<file path="src/rtl/axi_lite_client_arbiter_pkg.sv">
// Shared types and constants for the AXI-Lite client arbiter.
// Carries the xRESP encodings and the arbiter's local FSM state encoding.
package axi_lite_client_arbiter_pkg;

   localparam logic [1:0] RESP_OKAY   = 2'b00;
   localparam logic [1:0] RESP_EXOKAY = 2'b01;
   localparam logic [1:0] RESP_SLVERR = 2'b10;
   localparam logic [1:0] RESP_DECERR = 2'b11;

   typedef enum logic [1:0] {
      StIdle,
      StIssue,
      StWait,
      StDone
   } arb_state_e;

endpackage

</file>
<file path="src/rtl/rr_priority_pick.sv">
// Combinational round-robin picker: first requester found after last_gnt_i, with wrap.
// Returns a one-hot pick and its index; both are zero when nothing requests.
module rr_priority_pick
   import axi_lite_client_arbiter_pkg::*;
#(
   parameter  int unsigned N  = 4,
   localparam int unsigned IW = (N > 1) ? $clog2(N) : 1
) (
   input  logic [N-1:0]  req_i,
   input  logic [IW-1:0] last_gnt_i,
   output logic [N-1:0]  pick_o,
   output logic [IW-1:0] pick_idx_o
);

   int unsigned   cand;
   logic [IW-1:0] cand_idx;
   logic          found;

   always_comb begin
      pick_o     = '0;
      pick_idx_o = '0;
      found      = 1'b0;
      cand       = 0;
      cand_idx   = '0;
      // Offsets 1..N so the previous winner is considered last.
      for (int unsigned i = 1; i <= N; i++) begin
         cand     = (32'(last_gnt_i) + i) % N;
         cand_idx = IW'(cand);
         if (!found && req_i[cand_idx]) begin
            found            = 1'b1;
            pick_o[cand_idx] = 1'b1;
            pick_idx_o       = cand_idx;
         end
      end
   end

endmodule

</file>
<file path="src/rtl/axi_lite_client_arbiter.sv">
// Round-robin arbiter sharing one AXI-Lite master user port among NUM_CLIENTS requesters.
// One transaction in flight at a time; every output is a flop.
module axi_lite_client_arbiter
   import axi_lite_client_arbiter_pkg::*;
#(
   parameter int unsigned NUM_CLIENTS = 4,
   parameter int unsigned ADDR_WIDTH  = 32,
   parameter int unsigned DATA_WIDTH  = 32
) (
   input  logic                                  aclk,
   input  logic                                  aresetn,
   input  logic [NUM_CLIENTS-1:0]                cli_req,
   input  logic [NUM_CLIENTS-1:0]                cli_we,
   input  logic [NUM_CLIENTS*ADDR_WIDTH-1:0]     cli_addr,
   input  logic [NUM_CLIENTS*DATA_WIDTH-1:0]     cli_wdata,
   input  logic [NUM_CLIENTS*DATA_WIDTH/8-1:0]   cli_wstrb,
   output logic [NUM_CLIENTS-1:0]                cli_ack,
   output logic [DATA_WIDTH-1:0]                 cli_rdata,
   output logic [1:0]                            cli_resp,
   output logic [NUM_CLIENTS-1:0]                cli_gnt,
   output logic                                  busy,
   output logic                                  m_wr_req,
   output logic                                  m_rd_req,
   output logic [ADDR_WIDTH-1:0]                 m_wr_addr,
   output logic [ADDR_WIDTH-1:0]                 m_rd_addr,
   output logic [DATA_WIDTH-1:0]                 m_wr_data,
   output logic [DATA_WIDTH/8-1:0]               m_wr_strb,
   input  logic                                  m_wr_done,
   input  logic                                  m_rd_done,
   input  logic [1:0]                            m_wr_resp,
   input  logic [1:0]                            m_rd_resp,
   input  logic [DATA_WIDTH-1:0]                 m_rd_data
);

   localparam int unsigned IW     = $clog2(NUM_CLIENTS);
   localparam int unsigned STRB_W = DATA_WIDTH / 8;

   arb_state_e               state_q, state_d;
   logic [IW-1:0]            last_gnt_q, last_gnt_d;
   logic [IW-1:0]            gnt_idx_q, gnt_idx_d;
   logic                     we_q, we_d;
   logic [NUM_CLIENTS-1:0]   cli_ack_q, cli_ack_d;
   logic [DATA_WIDTH-1:0]    cli_rdata_q, cli_rdata_d;
   logic [1:0]               cli_resp_q, cli_resp_d;
   logic [NUM_CLIENTS-1:0]   cli_gnt_q, cli_gnt_d;
   logic                     busy_q, busy_d;
   logic                     m_wr_req_q, m_wr_req_d;
   logic                     m_rd_req_q, m_rd_req_d;
   logic [ADDR_WIDTH-1:0]    m_wr_addr_q, m_wr_addr_d;
   logic [ADDR_WIDTH-1:0]    m_rd_addr_q, m_rd_addr_d;
   logic [DATA_WIDTH-1:0]    m_wr_data_q, m_wr_data_d;
   logic [STRB_W-1:0]        m_wr_strb_q, m_wr_strb_d;

   logic [NUM_CLIENTS-1:0]   pick;
   logic [IW-1:0]            pick_idx;
   int unsigned              sel;

   rr_priority_pick #(
      .N (NUM_CLIENTS)
   ) u_pick (
      .req_i      (cli_req),
      .last_gnt_i (last_gnt_q),
      .pick_o     (pick),
      .pick_idx_o (pick_idx)
   );

   always_comb begin
      state_d     = state_q;
      last_gnt_d  = last_gnt_q;
      gnt_idx_d   = gnt_idx_q;
      we_d        = we_q;
      cli_ack_d   = '0;
      cli_rdata_d = cli_rdata_q;
      cli_resp_d  = cli_resp_q;
      cli_gnt_d   = cli_gnt_q;
      busy_d      = busy_q;
      m_wr_req_d  = 1'b0;
      m_rd_req_d  = 1'b0;
      m_wr_addr_d = m_wr_addr_q;
      m_rd_addr_d = m_rd_addr_q;
      m_wr_data_d = m_wr_data_q;
      m_wr_strb_d = m_wr_strb_q;
      sel         = 32'(pick_idx);

      unique case (state_q)
         StIdle: begin
            if (|cli_req) begin
               state_d   = StIssue;
               gnt_idx_d = pick_idx;
               cli_gnt_d = pick;
               busy_d    = 1'b1;
               we_d      = cli_we[pick_idx];
               // Command is captured straight into the master-facing flops so the
               // client may drop its fields once granted.
               if (cli_we[pick_idx]) begin
                  m_wr_req_d  = 1'b1;
                  m_wr_addr_d = cli_addr[sel*ADDR_WIDTH +: ADDR_WIDTH];
                  m_wr_data_d = cli_wdata[sel*DATA_WIDTH +: DATA_WIDTH];
                  m_wr_strb_d = cli_wstrb[sel*STRB_W +: STRB_W];
               end else begin
                  m_rd_req_d  = 1'b1;
                  m_rd_addr_d = cli_addr[sel*ADDR_WIDTH +: ADDR_WIDTH];
               end
            end
         end
         StIssue: begin
            last_gnt_d = gnt_idx_q;
            state_d    = StWait;
         end
         StWait: begin
            if (we_q && m_wr_done) begin
               cli_resp_d = m_wr_resp;
               cli_ack_d  = cli_gnt_q;
               state_d    = StDone;
            end else if (!we_q && m_rd_done) begin
               cli_rdata_d = m_rd_data;
               cli_resp_d  = m_rd_resp;
               cli_ack_d   = cli_gnt_q;
               state_d     = StDone;
            end
         end
         StDone: begin
            cli_gnt_d = '0;
            busy_d    = 1'b0;
            state_d   = StIdle;
         end
         default: state_d = StIdle;
      endcase
   end

   always_ff @(posedge aclk or negedge aresetn) begin
      if (!aresetn) begin
         state_q     <= StIdle;
         last_gnt_q  <= IW'(NUM_CLIENTS - 1);
         gnt_idx_q   <= '0;
         we_q        <= 1'b0;
         cli_ack_q   <= '0;
         cli_rdata_q <= '0;
         cli_resp_q  <= '0;
         cli_gnt_q   <= '0;
         busy_q      <= 1'b0;
         m_wr_req_q  <= 1'b0;
         m_rd_req_q  <= 1'b0;
         m_wr_addr_q <= '0;
         m_rd_addr_q <= '0;
         m_wr_data_q <= '0;
         m_wr_strb_q <= '0;
      end else begin
         state_q     <= state_d;
         last_gnt_q  <= last_gnt_d;
         gnt_idx_q   <= gnt_idx_d;
         we_q        <= we_d;
         cli_ack_q   <= cli_ack_d;
         cli_rdata_q <= cli_rdata_d;
         cli_resp_q  <= cli_resp_d;
         cli_gnt_q   <= cli_gnt_d;
         busy_q      <= busy_d;
         m_wr_req_q  <= m_wr_req_d;
         m_rd_req_q  <= m_rd_req_d;
         m_wr_addr_q <= m_wr_addr_d;
         m_rd_addr_q <= m_rd_addr_d;
         m_wr_data_q <= m_wr_data_d;
         m_wr_strb_q <= m_wr_strb_d;
      end
   end

   assign cli_ack   = cli_ack_q;
   assign cli_rdata = cli_rdata_q;
   assign cli_resp  = cli_resp_q;
   assign cli_gnt   = cli_gnt_q;
   assign busy      = busy_q;
   assign m_wr_req  = m_wr_req_q;
   assign m_rd_req  = m_rd_req_q;
   assign m_wr_addr = m_wr_addr_q;
   assign m_rd_addr = m_rd_addr_q;
   assign m_wr_data = m_wr_data_q;
   assign m_wr_strb = m_wr_strb_q;

endmodule

</file>
<file path="config.mk">
export PLATFORM = sky130hd
export DESIGN_NAME = axi_lite_client_arbiter
export DESIGN_NICKNAME = d
export VERILOG_FILES = /design/src/rtl/axi_lite_client_arbiter_pkg.sv /design/src/rtl/rr_priority_pick.sv /design/src/rtl/axi_lite_client_arbiter.sv
export SDC_FILE = /design/constraint.sdc
export NUM_CORES = 1
export LEC_CHECK = 0
export ABC_AREA = 1
export BUFFER_PORTS_ARGS = -buffer_cell sky130_fd_sc_hd__buf_2
export CELL_PAD_IN_SITES_DETAIL_PLACEMENT = 1
export CELL_PAD_IN_SITES_GLOBAL_PLACEMENT = 1
export CORE_MARGIN = 10
export CORE_UTILIZATION = 25
export CTS_BUF_LIST = sky130_fd_sc_hd__clkbuf_16
export DETAILED_ROUTE_END_ITERATION = 8
export PLACE_DENSITY_LB_ADDON = 0.1
export SLEW_MARGIN = 20
export SYNTH_ARGS = -nofsm -noshare
export SYNTH_HDL_FRONTEND = slang
export SYNTH_SLANG_ARGS = --single-unit
</file>
<file path="constraint.sdc">
create_clock -name aclk -period 3.15 [get_ports aclk]
set_input_delay 0.945 -clock aclk [delete_from_list [all_inputs] [get_ports aclk]]
set_output_delay 0.945 -clock aclk [all_outputs]
set_load 0.02 [all_outputs]
</file>
# After elaboration in Yosys (flattened, before gate mapping)
# Index checks and enable logic that the tools add are counted.
# op_classes
addsub	4
magnitude_cmp	9
n_eq_ne	5
n_shift	3
n_mux	48
n_bitwise	5
reduce_logical	24
# ops
cell	n
$shiftx 128x8->32	2
$mux 4	8
$mux 1	19
$mux 2	9
$shiftx 16x5->4	1
$lt 2x3->1 const B	5
$or 4x4->4	3
$bmux 1 s2	5
$logic_and 1x1->1	9
$reduce_and 3->1	3
$demux 1 s2	4
$ge 2x1->1 const B	4
$pmux 2 s4	1
$pmux 4 s2	1
$reduce_and 2->1	4
$add 2x1->2 const B	2
$add 2x2->2 const B	2
$eq 2x2->1 const B	2
$logic_not 1->1	4
$reduce_bool 2->1	2
$reduce_or 4->1	1
$ne 3x3->1 const B	1
$eq 2x1->1 const B	1
$logic_not 2->1	1
3 further kinds	4
# word_totals
regBits	152
input_bits	320
output_inout_bits	145

# Depth between registers and ports, before layout
# depth
depth_word	18
depth_mapped	20
mapped_depth_nobuf	16

# Hierarchy
# From an unflattened synthesis, not the netlist that was laid out.
# unflattened
hier_cells	1542
area_unflattened_um2	9775.6
# by_module_without_submodules
module	instances	cells_per_inst	area_each_um2	seq_area_each_um2
axi_lite_client_arbiter	1	1467	9301.4	3806.2
rr_priority_pick	1	75	474.2	0.0

# Worst setup path after synthesis
# Ideal clock, no wire load.
# synth_timing
path_type	register to register
start	register last_gnt_q[0]
end	register m_rd_addr_q[0], in the netlist m_rd_addr[0]
setup_ps	117
t_arrival_ps	2451
required_time_ps	3033
slack_ps	582
stages_incl_launch_ff	16
synth_period_minus_slack_ps	2568
cell_sequence	dfstp_2 > buf_4 > inv_4 > ha_1 > inv_1 > nand3_2 > nand2_4 > nor2_4 > nand3_1 > a21oi_2 > nand3_1 > nand2_2 > nand2_2 > buf_2 > nand2_1 > nand2_1
# synth_between
elab_chain_cells	17
elab_cells_between_ends	30
# synth_rtl
item	line_no	text
start: declaration	axi_lite_client_arbiter.sv:39	logic [IW-1:0] last_gnt_q, last_gnt_d;
start signal: assignment	axi_lite_client_arbiter.sv:134	last_gnt_q <= IW'(NUM_CLIENTS - 1);
start signal: assignment	axi_lite_client_arbiter.sv:150	last_gnt_q <= last_gnt_d;
$add 2x1->2	rr_priority_pick.sv:27	cand = (32'(last_gnt_i) + i) % N;
$bmux 1 s2	rr_priority_pick.sv:29	if (!found && req_i[cand_idx]) begin
$mux 1 (not written as such)	rr_priority_pick.sv:29	
$mux 1	rr_priority_pick.sv:29	
$logic_not 1->1	rr_priority_pick.sv:29	
$logic_and 1x1->1	rr_priority_pick.sv:29	
$mux 1	rr_priority_pick.sv:29	
$logic_not 1->1	rr_priority_pick.sv:29	
$logic_and 1x1->1	rr_priority_pick.sv:29	
$mux 1	rr_priority_pick.sv:29	
$logic_not 1->1	rr_priority_pick.sv:29	
$logic_and 1x1->1	rr_priority_pick.sv:29	
$mux 2 (*)	rr_priority_pick.sv:29	
branches (longest 4 deep; another with $shiftx 128x8->32)	-	
end signal: assignment	axi_lite_client_arbiter.sv:161	m_rd_addr_q <= m_rd_addr_d;
end: declaration	axi_lite_client_arbiter.sv:50	logic [ADDR_WIDTH-1:0] m_rd_addr_q, m_rd_addr_d;
# Mark *: on every way between the ends. The select of a mux whose other input is x is not followed.
# A chain may end at the register's enable or synchronous reset.

# Final worst setup path
# layout_timing
start	register last_gnt_q[1]
end	register m_wr_addr_q[23], in the netlist m_wr_addr[23]
# layout_between
elab_chain_cells	16
elab_cells_between_ends	29
# layout_rtl
item	line_no	text
$add 2x1->2	rr_priority_pick.sv:27	
$bmux 1 s2	rr_priority_pick.sv:29	
$mux 1 (not written as such)	rr_priority_pick.sv:29	
$mux 1	rr_priority_pick.sv:29	
$logic_not 1->1	rr_priority_pick.sv:29	
$logic_and 1x1->1	rr_priority_pick.sv:29	
$mux 1	rr_priority_pick.sv:29	
$logic_not 1->1	rr_priority_pick.sv:29	
$logic_and 1x1->1	rr_priority_pick.sv:29	
$mux 1	rr_priority_pick.sv:29	
$logic_not 1->1	rr_priority_pick.sv:29	
$logic_and 1x1->1	rr_priority_pick.sv:29	
$mux 2 (*)	rr_priority_pick.sv:29	
branches (longest 3 deep; another with $shiftx 128x8->32)	-	
end signal: assignment	axi_lite_client_arbiter.sv:160	m_wr_addr_q <= m_wr_addr_d;
end: declaration	axi_lite_client_arbiter.sv:49	logic [ADDR_WIDTH-1:0] m_wr_addr_q, m_wr_addr_d;
# Marks and branches as above.

==> results.yml <==
run_status:
  status: "complete, no violations"
route:
  vias: 10301
  wl_per_cell_um: 19.6
  dr.pass1.iters: 5
  drt_iter0_drc: 392
  detail-route-antenna-nets: 0
  drc: 0
  wl_mm: 44.1
  viasPerCell: 4.58
floorplanning:
  std_cell_rows: 70
  initial_core_util_pct: 25.2
  core_um2: 36400
  floorplan.die.height_um: 212
  boundaryPins: 465
  dieArea_um2: 44800
  die_width_um: 212
layout:
  fillers: 4691
  final_area_um2: 12700
  area_growth_pct: 38.1
  most-common-layout-cells: "nand2_1 (719), buf_2 (463), nand3_1 (249), dfrtp_1 (150), mux2_2 (32)"
  mostFrequentLayoutCell: "nand2_1"
  final_nets: 2091
  instances_no_fill: 2247
  layout-drive-gt1-share_pct: 32.4
clock_network:
  post_cts_resized: 0
  clk_pin_slew_ns: 0.07
  cts_tree: "yes"
  cts_sinks: 152
  htreeDepth: 4
  holdBufCountCts: 0
  cts_buffer_depth: 2
  clk_latency_ns: 0.44
  cts-root-buf: "clkbuf_16"
  numCtsBuffers: 17
  post_cts_buffers: 0
sta:
  tightestPinTransition_ns: 1.00
  rsz0062_at_grt: "no"
  final_hold_viol_count: 0
  timing.final.crit_share_pct: 91.5
  slew_viol_final: 0
  min_period_ns: 2.88
  holdWs_ns: 0.466
  setup_viol: 0
  tns_ns: 0
  timing.slew.headroom_pct: 32.9
  fmax_ghz: 0.347
  skew_ns: 0.0182
power_and_ir_drop:
  p_comb_share_pct: 73.1
  p_sw_mw: 11.3
  p_per_area_nw_per_um2: 1550
  vdd_drop_max_mv: 1.10
  p_leak_nw: 7.56
  intPower_mw: 8.34
  pwr-share-seq_pct: 16.7
  power_switching_share_pct: 57.5
  clkPwrFrac_pct: 10.2
global_route:
  grt_usage_pct: 19.2
  grt_pass1_wl_mm: 66.6
  grt_antenna_before_repair: 9
  grt-ovfl-total: 0
  grt_pass1_vias: 11027
  grt_start_max_net_pins: 67
worst_setup_path:
  end_kind: "register"
  r2r-start: "last_gnt_q[1]$_DFFE_PN1N_"
  crit_fanout: 36
  cp.arrival_ns: 3.26
  path_class: "register to register"
  startpoint: "last_gnt_q[1]$_DFFE_PN1N_"
  worstPathRequired_ns: 3.53
  worstSetupStartpointType: "register"
synth:
  yosysTopAreaCellShare_pct: 40.9
  synth.distinct_cells: 32
  ys.warnings.count: 0
  synthTopCellsByArea: "dfrtp_1 (41%), nand2_1 (29%), nand3_1 (14%), mux2_2 (3.9%), buf_2 (2.3%)"
  syn_area_um2: 9180
  yosys.area.top_type: "dfrtp_1"
  syn_avg_cell_area_um2: 6.84
  synth_seq_cells: 152
  synthCells: 1342
  seq_area_frac_synth_pct: 41.4
  synth_nets: 1674
run:
  drv_cap: 0
placed_design:
  gp_congestion: 0.809
  dpl.hpwl_mm: 33.7
  place_area_um2: 12100
  io_buffers: 464
  dp_cells: 2208
min_path:
  min-delay-start: "m_rd_addr[15]$_DFFE_PN0P_"
  hp-class: "register to register"
final timing paths:
check                                            endpoint  slack [ns]  depth (start not counted)
worst max-delay path            m_wr_addr[23]$_DFFE_PN0P_        0.27                         14
worst min-delay path            m_rd_addr[15]$_DFFE_PN0P_        0.47                          2
worst max register to register  m_wr_addr[23]$_DFFE_PN0P_        0.27                         14
worst min register to register  m_rd_addr[15]$_DFFE_PN0P_        0.47                          2
max in group asynchronous       last_gnt_q[0]$_DFFE_PN1N_        1.86                          2
min in group asynchronous       cli_rdata[25]$_DFFE_PN0P_        0.50                          1
cell families (layout without fill, tap and decap cells):
kind of cell             after synthesis  in the layout  share of synthesized area [%]
AND/OR/NAND/NOR                      997            997                           44.9
flip-flops                           152            152                           41.4
buffers and inverters                121            551                           6.25
multiplexers                          32             32                           3.92
AO/OA/AOI/OAI                         28             28                           1.85
adder cells (fa/ha/maj)               12             12                           1.64
other                                  0              7                              0
critical path, stage by stage, from the launching register on:
cell and delay (ns):
dfstp_2 0.62, inv_1 0.08, ha_1 0.36, inv_1 0.09, nand3_2 0.11, nand2_4 0.10, nor2_4 0.16, nand3_1 0.18
a21oi_4 0.26, buf_12 0.21, nand2_1 0.08, nand2_2 0.11, buf_12 0.23, nand3_1 0.11, nand2_1 0.11
synth_stat cells, drive strengths merged:
cell,number
ha,12
clkbuf,23
buf,71
a31oi,3
nor2,14
a22oi,4
o22ai,4
inv,27
dfstp,2
dfrtp,150
a21boi,1
nand2,728
mux2,32
a21oi,7
o21ai,8
a32o,1
nand4,2
nor4,1
nand3,252
through the flow:
| stage | power (mW) | utilization [%] | worst slack (ns) |
|---|---|---|---|
| 6_report | 19.6 | 34.8 | 0.268 |
| 2_1_floorplan | 12.9 | - | 0.582 |
| 4_1_cts | 20.1 | 34.7 | 0.172 |
| 3_3_place_gp | 17.9 | 33.2 | 0.178 |
| 5_1_grt | 21.7 | 34.8 | 0.00677 |
| 3_5_place_dp | 18.0 | 33.2 | 0.0819 |
sequential cells by signal, summed over array words and instances, names as in the netlist, 4 cells and up:
name,flops
m_rd_addr,32
m_wr_data,32
m_wr_strb,4
cli_rdata,32
cli_ack,4
m_wr_addr,32
cli_gnt,4
layout make-up:
type | count | area (um2) | area share (%)
diodes | 7 | 17.5 | 0.138
clock buffers | 17 | 425 | 3.36
clock inverters | 15 | 125 | 0.987
inverters | 27 | 104 | 0.819
multi-input cells | 1069 | 4860 | 38.3
flip-flops and latches | 152 | 3810 | 30.0
well taps | 468 | 586 | 4.62
repair buffers | 492 | 2760 | 21.7
routing by layer:
layer | share of wire [%] | track usage, %
met4 | 1.3 | 4.61
met1 | 43 | 22.8
met5 | 0.048 | 0
met2 | 49 | 32.8
met3 | 7.1 | 6.18
power by group through the flow:
stage | sequential (mW) | clock (mW) | combinational, mW
after floorplan | 4.19 | 0 | 8.67
after global placement | 3.28 | 0 | 14.6
after detailed placement | 3.30 | 0 | 14.7
after CTS | 3.28 | 2.05 | 14.7
after global routing | 3.37 | 2.12 | 16.2
final | 3.27 | 2.00 | 14.3
(Power assumes the default switching activity.)
